## config.mk

```make
export PLATFORM = sky130hd
export DESIGN_NAME = flag_cond_unit
export DESIGN_NICKNAME = d
export VERILOG_FILES = /design/src/rtl/flag_cond_unit.sv
export SDC_FILE = /design/constraint.sdc
export NUM_CORES = 1
export LEC_CHECK = 0
export CELL_PAD_IN_SITES_DETAIL_PLACEMENT = 0
export CELL_PAD_IN_SITES_GLOBAL_PLACEMENT = 2
export CORE_MARGIN = 2
export CORE_UTILIZATION = 34
export DETAILED_ROUTE_END_ITERATION = 8
export PLACE_DENSITY_LB_ADDON = 0.3
export SYNTH_ARGS = -nofsm -noshare
export SYNTH_HDL_FRONTEND = slang
export SYNTH_SLANG_ARGS = --single-unit
```

## constraint.sdc

```tcl
create_clock -name clk -period 3.1 [get_ports clk]
set_input_delay 0.31 -clock clk [delete_from_list [all_inputs] [get_ports clk]]
set_output_delay 0.31 -clock clk [all_outputs]
set_load 0.005 [all_outputs]
```

## src/rtl/flag_cond_unit.sv

```systemverilog
// Flag/condition unit: latches the add/sub flags into a PSW, evaluates branch condition
// codes against it over a valid/ready handshake, and keeps a small PSW save/restore stack.
module flag_cond_unit #(
    parameter int STACK_DEPTH = 4,
    parameter int PTR_W       = 2
) (
    input  logic       clk,
    input  logic       rst_n,
    input  logic       flags_we,
    input  logic       cf_in,
    input  logic       ovf_in,
    input  logic       sf_in,
    input  logic       zf_in,
    output logic [3:0] psw,
    input  logic       cond_valid,
    input  logic [3:0] cond_code,
    output logic       cond_ready,
    output logic       taken_valid,
    output logic       taken,
    input  logic       taken_ready,
    input  logic       push,
    input  logic       pop,
    output logic       stack_full,
    output logic       stack_empty,
    output logic       stack_err,
    input  logic       err_clr
);

    logic [3:0]     psw_q, psw_d;
    logic           tv_q, tv_d;
    logic           tk_q, tk_d;
    logic           err_q, err_d;
    logic [PTR_W:0] sp_q, sp_d;
    logic [PTR_W:0] sp_m1;
    logic [3:0]     stack_q [STACK_DEPTH];
    logic           accept, push_ok, pop_ok, err_set;

    // PSW layout is {cf, ovf, sf, zf}; unsigned codes use the borrow convention.
    function automatic logic cond_eval(input logic [3:0] code, input logic [3:0] p);
        logic c, v, s, z;
        {c, v, s, z} = p;
        case (code)
            4'd0:    cond_eval = z;
            4'd1:    cond_eval = !z;
            4'd2:    cond_eval = c;
            4'd3:    cond_eval = !c;
            4'd4:    cond_eval = s;
            4'd5:    cond_eval = !s;
            4'd6:    cond_eval = v;
            4'd7:    cond_eval = !v;
            4'd8:    cond_eval = !c && !z;
            4'd9:    cond_eval = c || z;
            4'd10:   cond_eval = (s == v);
            4'd11:   cond_eval = (s != v);
            4'd12:   cond_eval = !z && (s == v);
            4'd13:   cond_eval = z || (s != v);
            4'd14:   cond_eval = 1'b1;
            default: cond_eval = 1'b0;
        endcase
    endfunction

    assign stack_full  = (sp_q == (PTR_W+1)'(STACK_DEPTH));
    assign stack_empty = (sp_q == '0);
    assign sp_m1       = sp_q - 1'b1;

    assign cond_ready = !tv_q || taken_ready;
    assign accept     = cond_valid && cond_ready;

    assign push_ok = push && !pop && !stack_full;
    assign pop_ok  = pop && !push && !stack_empty;
    assign err_set = (push && pop) || (push && stack_full) || (pop && stack_empty);

    always_comb begin
        psw_d = psw_q;
        sp_d  = sp_q;
        tv_d  = tv_q;
        tk_d  = tk_q;
        err_d = err_q;
        // A restore from the stack overrides a coincident flag load.
        if (pop_ok) begin
            psw_d = stack_q[sp_m1[PTR_W-1:0]];
            sp_d  = sp_m1;
        end else if (flags_we) begin
            psw_d = {cf_in, ovf_in, sf_in, zf_in};
        end
        if (push_ok) begin
            sp_d = sp_q + 1'b1;
        end
        if (accept) begin
            tv_d = 1'b1;
            tk_d = cond_eval(cond_code, psw_q);
        end else if (taken_ready) begin
            tv_d = 1'b0;
        end
        if (err_set) begin
            err_d = 1'b1;
        end else if (err_clr) begin
            err_d = 1'b0;
        end
    end

    always_ff @(posedge clk or negedge rst_n) begin
        if (!rst_n) begin
            psw_q <= '0;
            sp_q  <= '0;
            tv_q  <= 1'b0;
            tk_q  <= 1'b0;
            err_q <= 1'b0;
        end else begin
            psw_q <= psw_d;
            sp_q  <= sp_d;
            tv_q  <= tv_d;
            tk_q  <= tk_d;
            err_q <= err_d;
        end
    end

    // Entry storage is not reset; the pointer alone defines which entries are live.
    always_ff @(posedge clk) begin
        if (push_ok) begin
            stack_q[sp_q[PTR_W-1:0]] <= psw_q;
        end
    end

    assign psw         = psw_q;
    assign taken_valid = tv_q;
    assign taken       = tk_q;
    assign stack_err   = err_q;

endmodule
```

# [After elaboration in Yosys (flattened, before gate mapping)]
# Memories as Yosys holds them, arrays and structs flattened.
# Index checks and enable logic that the tools add are counted.
[op_classes] add_sub_neg=2 eq_ne=17 reduce_logical=30 n_mux=11
[op_table] op="4-bit equality test, second input constant" n=7
[op_table] op="4-bit by 3-bit equality test with 1-bit output, second input constant" n=4
[op_table] op="1-bit case mux with 15 select lines" n=1
[op_table] op="1-bit logical AND" n=10
[op_table] op="1-bit logical NOT" n=9
[op_table] op="4-bit by 2-bit equality test with 1-bit output, second input constant" n=2
[op_table] op="4-bit 2-to-1 mux" n=2
[op_table] op="2-bit nonzero test" n=4
[op_table] op="1-bit 2-to-1 mux" n=6
[op_table] op="3-bit 2-to-1 mux" n=2
[op_table] op="1-bit logical OR" n=5
[op_table] op="4-bit by 1-bit equality test with 1-bit output, second input constant" n=1
[op_table] op="4-bit logical NOT" n=1
[op_table] op="3-bit by 1-bit adder with 3-bit output, second input constant" n=1
[op_table] op="3-bit equality test, second input constant" n=1
[op_table] op="3-bit logical NOT" n=1
[op_table] op="3-bit by 1-bit subtractor with 3-bit output, second input constant" n=1
[op_table] op="1-bit equality test" n=1
[op_table] op="1-bit inequality test" n=1
[totals] ff_bits=10 output_inout_bits=10 input_bits=16 n_memories=1 elab_cells=66 ram_bits=16
[memory_table] name="stack_q" words=4 width=4 rd=1 rd_ports_with_merged_regs=0 wr=1 line_no="35" text="logic [3:0] stack_q [STACK_DEPTH];"

# [Logic depth before layout (Yosys ltp)]
[depth] depth_word=5 ltp_mapped=8

# [Worst setup path before layout]
# Ideal clock, no wire load.
[synth_timing] kind="reg2reg" from="register sp_q[0]" to="memory stack_q[0][0], enable pin" setup_ns=0.309 setup_slack_ns=0.883 arrival_time_ns=1.908 stages_incl_launch_ff=7 synth_period_minus_slack_ns=2.217 path_buffers=1 path_cell_list="dfrtp_1 -> clkbuf_1 -> inv_1 -> ha_1 -> and2_1 -> nor3b_1 -> and2_1"
[synth_between] elab_chain_cells=5
[synth_rtl] item="from (decl)" line_no="33" text="logic [PTR_W:0] sp_q, sp_d;"
[synth_rtl] item="from (signal assigned)" line_no="111" text="sp_q <= sp_d;"
[synth_rtl] item="3-bit equality test" line_no="62" text="assign stack_full = (sp_q == (PTR_W+1)'(STACK_DEPTH));"
[synth_rtl] item="named net stack_full" line_no="23" text="output logic stack_full,"
[synth_rtl] item="1-bit logical NOT" line_no="69" text="assign push_ok = push && !pop && !stack_full;"
[synth_rtl] item="1-bit logical AND" line_no="69"
[synth_rtl] item="1-bit 2-to-1 mux" line_no="120" text="if (push_ok) begin"
[synth_rtl] item="1-bit 2-to-1 mux (implied by the code)" line_no="121" text="stack_q[sp_q[PTR_W-1:0]] <= psw_q;"
[synth_rtl] item="to (decl)" line_no="35"
# The timed path passes the listed nets, and every way through them passes these cells.

# [Worst setup path in the final report]
[layout_timing] from="register sp_q[0]" to="output stack_empty"
[layout_between] elab_chain_cells=1
[layout_rtl] item="3-bit logical NOT" line_no="63" text="assign stack_empty = (sp_q == '0);"
[layout_rtl] item="to (decl)" line_no="24" text="output logic stack_empty,"
# Every way passes these cells.

==> flow_summary.ini <==
[power_and_ir_drop]
pwr-share-clk = 0.214
power.internal_mw = 0.902
seq_power_share = 0.445
sw_frac_of_total = 0.304
p_leak_nw = 0.635
power_density_nw_per_um2 = 760
peakVddDrop_v = 0.000345
switchingPower_mw = 0.395
combPwrFrac = 0.342

[detailed_routing]
viasPerCell = 5.32
drt_wl_total_mm = 2.81
vias = 941
dr.first_iter.drc_count = 63
drc_errors = 0
antenna_left = 0
post_drt_wl_per_cell_um = 15.8
firstDrtPassIters = 4

[synth]
synth_edf_count = 16
synth.avg_cell_area_sq_um = 12.8
ys_types = 36
netlist_top_cells_area = edfxtp_1, dfrtp_1, mux4_2, ha_1, mux2i_1
synth_common_cells = edfxtp_1, dfrtp_1, nand2_1, o21ai_0, mux2i_1
netlist_area_sq_um = 1350
synth_flop_cell = edfxtp_1
synth_warnings = 0
ys_ff_latch = 26
syn_inst = 106
yosysTopAreaCell = edfxtp_1
synth_top_area_frac = 0.355
synth.most_common_cell = edfxtp_1
yosysSeqAreaShare = 0.540
synth_nets = 127
synthArstFlopShare = 0.385

[worst_setup_path]
critPathCaptureType = output pin
worstPathRequired_ps = 2790
cp_slowest_cell = clkdlybuf4s50_1
cp_max_fo = 8
arrival_ps = 1900
startpoint_type = flip-flop
critical_path_class = flip-flop to output pin
path_cells = inv_1 > ha_1 > nor2b_1 > clkdlybuf4s50_1
max_stage_delay_ps = 540
path_delay_family = buffers and inverters
worst-path-buf-inv = 2

[placed_design]
gp_congestion = 0.924
placedCellCount = 173
preCtsSetupSlack_ps = 1030
io_buffers = 25
hpwl_mm = 2.03

[run]
timing.max_cap.violations = 0

[floorplanning]
die_w_um = 67.1
coreArea_sq_um = 3740
ios = 26
die-area_sq_um = 4500
fp.dieH_um = 67.1
start_util = 0.361
num_rows = 22

[timing]
period_share = 0.712
rsz0062_at_grt = false
clock.fmax_mhz = 453
relSlewSlack = 0.603
slew_violations = 0
fin_skew_ps = 5.43
layout_min_cycle_time_ps = 2210
setup_viol = 0
final.setup.tns_ps = 0
layout_setup_ws_ps = 893
hold_violations = 0
worstMarginPinSlew_ps = 593

[global_route]
grt_pass1_vias = 892
grt_max_degree = 16
grt_pass1_wl_mm = 4.51
grt_antenna_before_repair = 0
grt_overflow = 0
grt_usage = 0.141

[cells_and_area]
layout.cells.non_filler = 177
n_antenna_cell = 0
multi_input_area_sq_um = 567
fillers = 345
regArea_sq_um = 731
nets = 151
final_layout_size_suffix_gt1_frac = 0.0930
final_util = 0.456
area.growth.synth_to_final_pct = 26.1

[cts]
hold_buffers = 0
clk_path_buf_depth = 2
cts_tree = done
htreeDepth = 1
cts.sinks = 26
path_clk_slew_ps = 90
cts_resized = 0
cts_buffers = 3
root_buffer = clkbuf_8
clock_latency_ps = 270
postCtsSetupRepairBufs = 0

[worst_hold_path]
hold_path_class = input pin to asynchronous set/reset pin

[run_status]
status = finished clean
worst register-to-register path: cells and delay by family, from the launching register on:
kind | cells | cell delay [ps]
and+or+nand+nor | 3 | 630
adders and majority gates | 1 | 240
DFF | 1 | 600
buffers and inverters | 2 | 320
power by group through the flow:
| stage | Clock [mW] | Sequential [mW] | Combinational, mW |
|---|---|---|---|
| floorplan | 0 | 0.537 | 0.307 |
| global placement | 0 | 0.587 | 0.444 |
| detailed placement | 0 | 0.590 | 0.444 |
| CTS | 0.283 | 0.582 | 0.447 |
| global route | 0.300 | 0.597 | 0.492 |
| finish | 0.277 | 0.577 | 0.443 |
cells in the final DEF (no fill, tap or decap), drive strengths merged, types with 2 or more instances in the layout:
cell / n
ha: 5
clkbuf: 3
nor2b: 3
edfxtp: 16
mux4: 4
o21ai: 7
nor4b: 2
clkdlybuf4s50: 25
xnor2: 4
and2: 6
a21oi: 3
nand2: 7
nand3: 2
dfrtp: 10
mux2i: 6
nor2: 2
nor3b: 3
xor2: 2
nand2b: 2
inv: 3
buf: 2
per-layer routing:
metal | wire [um] | global-route usage | part of all wire | vias to the layer above
li1 | - | - | - | 432
met4 | 31 | 0.0485 | 0.011 | 0
met5 | 0 | 0 | 0 | -
met3 | 172 | 0.0220 | 0.061 | 8
met1 | 1280 | 0.198 | 0.46 | 453
met2 | 1320 | 0.220 | 0.47 | 48
final cells by class:
type / instances / area share
Clock buffer: 3 / 0.0242
Clock inverter: 1 / 0.0176
Timing Repair Buffer: 27 / 0.156
Inverter: 3 / 0.00660
Tap cell: 48 / 0.0352
Sequential cell: 26 / 0.428
Multi-Input combinational cell: 69 / 0.332
path summary, 6_finish.rpt:
path | from | to | slack (ps) | cells past startpoint
setup reg to reg | sp_q[0] | stack_q[2][2] | 1020 | 6
setup / recovery | sp_q[0] | stack_empty | 890 | 4
min in group clk | sp_q[2] | sp_q[2] | 500 | 1
hold / removal | rst_n | sp_q[1] | 410 | 1
hold reg to reg | sp_q[2] | sp_q[2] | 500 | 1
max in group asynchronous | rst_n | psw[3] | 2300 | 1
flip-flops by register name (all words and copies together) (netlist names):
| name | cells |
|---|---|
| taken_valid | 1 |
| stack_q | 16 |
| stack_err | 1 |
| psw | 4 |
| taken | 1 |
| sp_q | 3 |
per-stage QoR:
step                      hold slack, ps  total power, mW  area (sq um)
after floorplan                     14.4            0.844          1350
after global placement               482             1.03          1630
after detailed placement             490             1.03          1630
after CTS                            417             1.31          1710
after global routing                 432             1.39          1710
final                                412             1.30          1710
kinds of logic after synthesis:
kind of cell             synth area share
AND/OR/NAND/NOR                     0.133
flip-flops                          0.540
AO/OA/AOI/OAI                      0.0814
buffers and inverters              0.0407
multiplexers                        0.119
XOR/XNOR                           0.0389
adder cells (fa/ha/maj)            0.0463
Note: power is estimated with default switching activity, not from simulation.
==> RTL change 1, RTL diff (config.mk and constraints unchanged) <==
Reset style: synchronous (`rst_n`), changed in one clocked block.
--- a/src/rtl/flag_cond_unit.sv
+++ b/src/rtl/flag_cond_unit.sv
@@ -100,5 +100,5 @@
     end
 
-    always_ff @(posedge clk or negedge rst_n) begin
+    always_ff @(posedge clk) begin
         if (!rst_n) begin
             psw_q <= '0;
Function: differs if rst_n is asserted again (counterexample within 4 cycles, from zero or initial values and one cycle with rst_n low); with rst_n held inactive, the same outputs for 10 cycles.
==> RTL change 1 against the original RTL <==
Die area up 5.9%. Critical endpoint is now stack_full. Setup slack worse by 0.080 ns. Via count up 7.0%. Design area up 3.2%. Fmax down 3.5%. Routed wire length up 1.5%. Critical path depth up 1. Synthesized area up 6.3%. Sequential share of layout area down 4.2 points. Sequential cell count unchanged.
Power is not compared: it rests on default switching activity, and its combinational part moved more than twofold at a synthesized area within 25%.
==> RTL change 1: results (changes against the original RTL) <==
async_flop_share_pct: 0  # was 38.5%
grt_pass1_vias: 968  # was 892
gr-usage-met3_pct: 1.46  # was 2.20%
slowest_stage: "dfxtp_1"  # was clkdlybuf4s50_1
drive_above_1_share_pct: 9.09  # was 9.30%
gp_congestion: 0.761  # was 0.924
r2r_cells: 4  # was 6
fin_ws_ns: 0.814  # was 0.893 ns
pre_cts_ws_ns: 0.903  # was 1.03 ns
met3WireLength_um: 93  # was 172 um
grt_max_degree: 15  # was 16
place_hpwl_um: 2130  # was 2030 um
syn-num-nets: 143  # was 127
status: "finished, final reports clean"  # unchanged
min_from: "stack_err"
yosysSeqAreaShare_pct: 47.3  # was 54.0%
synth_cell_type_count: 44  # was 36
hold-worst-slack_ns: 0.537  # was 0.412 ns
max_stage_delay_ns: 0.60  # was 0.54 ns
synth_xor_area_share_pct: 1.22  # was 3.89%
r2r-end: "psw[1]"  # was stack_q[2][2]
fin_nets: 165  # was 151
netlist_top_cells_count: "edfxtp_1 (16), dfxtp_1 (10), inv_1 (9)"  # was edfxtp_1 (16), dfrtp_1 (10), nand2_1 (7), o21ai_0 (7), mux2i_1 (6)
crit_end: "stack_full"  # was stack_empty
grtUsageMet2_pct: 20.5  # was 22.0%
synth_fa_ha_area_share_pct: 4.35  # was 4.63%
grtUsageTotal_pct: 12.1  # was 14.1%
wire_per_inst_um: 14.8  # was 15.8 um
synth_compound_area_share_pct: 11.5  # was 8.14%
min_path_type: "flop to flop"  # was input port to asynchronous set/reset pin
vias: 1007  # was 941
use_met1_pct: 15.4  # was 19.8%
grt_pass1_wl_um: 4620  # was 4510 um
final_core_util_pct: 43.7  # was 45.6%
muxShareOfSynthArea_pct: 10.6  # was 11.9%
drt_iter0_drc: 24  # was 63
crit_path_max_fanout: 9  # was 8
hold_path_end: "stack_err"
critical_path_arrival_ns: 1.98  # was 1.90 ns
timing.critical_path.from: "sp_q[0]"  # unchanged
finClkSkew_ns: 0.00759  # was 0.00543 ns
==> RTL change 1: changes by cell type after synthesis, sizes merged, moves of 3 or more <==
cell | unedited run | this run
o211a | 0 | 4
a21boi | 0 | 3
nand3 | 2 | 5
nor3b | 3 | 0
inv | 3 | 9
and2 | 6 | 2
dfrtp | 10 | 0
dfxtp | 0 | 10
and3 | 0 | 5
o21ai | 7 | 2
==> RTL change 1: metrics by stage <==
| step | total power, mW | area (sq um) | std cells |
|---|---|---|---|
| after floorplan | 0.527 | 1440 | 122 |
| after global placement | 0.593 | 1700 | 189 |
| after detailed placement | 0.595 | 1700 | 189 |
| after CTS | 0.811 | 1760 | 193 |
| after global routing | 0.846 | 1760 | 193 |
| final | 0.804 | 1760 | 193 |
==> RTL change 1: final cells by class <==
class	count	area [sq um]	area share (%)
clock buffers	4	55.1	3.13
inverters	9	33.8	1.92
multi-input cells	79	677	38.5
well taps	50	62.6	3.56
flip-flops and latches	26	681	38.7
repair buffers	25	250	14.2
==> RTL change 2, RTL diff (same settings) <==
Without the edit above. Set the parameter `PTR_W` to 4 (it was 2).
--- a/src/rtl/flag_cond_unit.sv
+++ b/src/rtl/flag_cond_unit.sv
@@ -3,5 +3,5 @@
 module flag_cond_unit #(
     parameter int STACK_DEPTH = 4,
-    parameter int PTR_W       = 2
+    parameter int PTR_W       = 4
 ) (
     input  logic       clk,
Check against the original RTL: no difference found for any inputs over 10 cycles, from zero or initial values and one cycle with rst_n low; that may be too few to reach the edited logic, so the function may still have changed.
==> RTL change 2 against the original RTL <==
First-iteration DRC count increased by 7.9%. Setup slack worse by 0.28 ns. Synthesized area increased by 7.5%. Total power up 8.6%. Routed wire length up 1.9%. Design area rose by 6.5%. Sequential cell count is 2 higher. Combinational power rose by 11%. Largest power group unchanged. Highest routed layer unchanged.
==> RTL change 2: results (changes against the original RTL) <==
port_buffers: 25  # unchanged
yosys-top-cells-area: "edfxtp_1 (33%), dfrtp_1 (21%), mux4_2 (6.2%)"  # was edfxtp_1 (36%), dfrtp_1 (19%), mux4_2 (6.7%)
drt_iter0_drc: 68  # was 63
post_cts_buffers: 0  # unchanged
nFillCells: 368  # was 345
root_buffer: "clkbuf_8"  # unchanged
synth_ff_type: "edfxtp_1"  # unchanged
rrSetupSlack_ns: 0.70  # was 1.02 ns
swShare_pct: 31.5  # was 30.4%
cts.htree.levels: 1  # unchanged
crit_path_max_fanout: 10  # was 8
cts_resized: 0  # unchanged
grtUsageTotal_pct: 12.9  # was 14.1%
clkTransAtPathRegs_ns: 0.09  # about the same
p_leak_nw: 0.689  # was 0.635 nW
path_class: "flop to primary output"  # unchanged
grt_pass1_vias: 959  # was 892
grt_pass1_wl_um: 4800  # was 4510 um
place_hpwl_um: 2140  # was 2030 um
min_path_type: "input port to asynchronous set/reset pin"  # unchanged
antennaDiodeCount: 0  # unchanged
clockBufferDepth: 2  # unchanged
synth-edff-count: 16  # unchanged
max_slew_margin_pct: 58.4  # was 60.3%
gp_congestion: 0.781  # was 0.924
drive_above_1_share_pct: 10.4  # was 9.30%
antenna_found_initial: 0  # unchanged
synth_warnings: 0  # unchanged
crit_end: "stack_empty"  # unchanged
yosysSeqAreaShare_pct: 53.7  # was 54.0%
grt_max_degree: 17  # was 16
r2r_cells: 7  # was 6
vdd_drop_max_v: 0.000314  # was 0.000345 V
finClkSkew_ns: 0.00875  # was 0.00543 ns
wire_per_inst_um: 15.4  # was 15.8 um
first_pass_iters: 4  # unchanged
place_area_sq_mm: 0.00175  # was 0.00163 sq mm
syn-num-nets: 132  # was 127
rr_startpoint: "sp_q[0]"  # unchanged
r2r-end: "sp_q[2]"  # was stack_q[2][2]
largest_register_ffs: 16  # unchanged
vias: 935  # was 941
netlist_top_cells_count: "edfxtp_1 (16), dfrtp_1 (12), mux2i_1 (7), nand2_1 (7)"  # was edfxtp_1 (16), dfrtp_1 (10), nand2_1 (7), o21ai_0 (7), mux2i_1 (6)
numCtsBuffers: 3  # unchanged
async_flop_share_pct: 42.9  # was 38.5%
status: "finished, final reports clean"  # unchanged
clock_latency_ns: 0.27  # about the same
fin_nets: 157  # was 151
synth_cell_type_count: 41  # was 36
## RTL change 2: cell count changes after synthesis, sizes merged, moves of 2 or more
cell,change
nor3,+2
dfrtp,+2
nand2b,+2
nand3,-2
and2,-2
nor2,+2
buf,-3
## RTL change 2: power groups by stage
| stage | clock, mW | combinational [mW] | sequential (mW) |
|---|---|---|---|
| final | 0.278 | 0.490 | 0.640 |
| after global routing | 0.301 | 0.541 | 0.661 |
| after CTS | 0.286 | 0.500 | 0.641 |
| after detailed placement | 0 | 0.497 | 0.648 |
| after global placement | 0 | 0.489 | 0.645 |
| after floorplan | 0 | 0.351 | 0.592 |
## RTL change 2: cell type report
type	count	area share (%)
sequential	28	43.0
multi-input combinational	75	35.3
timing repair buffer	25	13.8
tap	50	3.44
clock buffer	3	2.27
clock inverter	1	1.65
inverter	3	0.620
## RTL change 2: logic make-up after synthesis
family	count (synthesis)	synth area share, %
xor gates and xnor gates	7	4.22
DFF	28	53.7
AOI/OAI and AO/OA	18	8.00
adders and majority gates	5	4.30
and+or+nand+nor	33	15.7
muxes	12	11.8
buffers and inverters	8	2.24
## RTL change 2: per-stage QoR
stage | util [%] | hold WS (ns) | instances | worst slack (ns)
floorplan | - | 0.0144 | 111 | 0.977
global placement | 43.0 | 0.496 | 181 | 0.750
detailed placement | 43.0 | 0.504 | 181 | 0.666
CTS | 44.8 | 0.421 | 185 | 0.581
global route | 44.8 | 0.434 | 185 | 0.386
finish | 44.8 | 0.398 | 185 | 0.618
## RTL change 2: worst max-delay path, cell delays in order, from the launching register on
cell and delay, ns:
dfrtp_1 0.56, inv_1 0.18, ha_1 0.19, nor3b_2 0.22
and2b_1 0.21, clkdlybuf4s50_1 0.53
## RTL change 2: worst min-delay path by stage
stage	startpoint	slack [ns]	endpoint
after global placement	taken	0.50	taken
after CTS	rst_n	0.42	sp_q[1]
after global routing	rst_n	0.43	sp_q[1]
final	rst_n	0.40	sp_q[1]
after floorplan	rst_n	0.01	psw[0]
after detailed placement	taken	0.50	taken
## RTL change 2: routing by layer
layer,up-vias,GRT usage [%],share of wire [%]
li1,462,-,-
met1,453,16.4,47
met2,16,21.8,49
met3,4,2.18,2.4
met4,0,5.23,1.8
met5,-,0,0
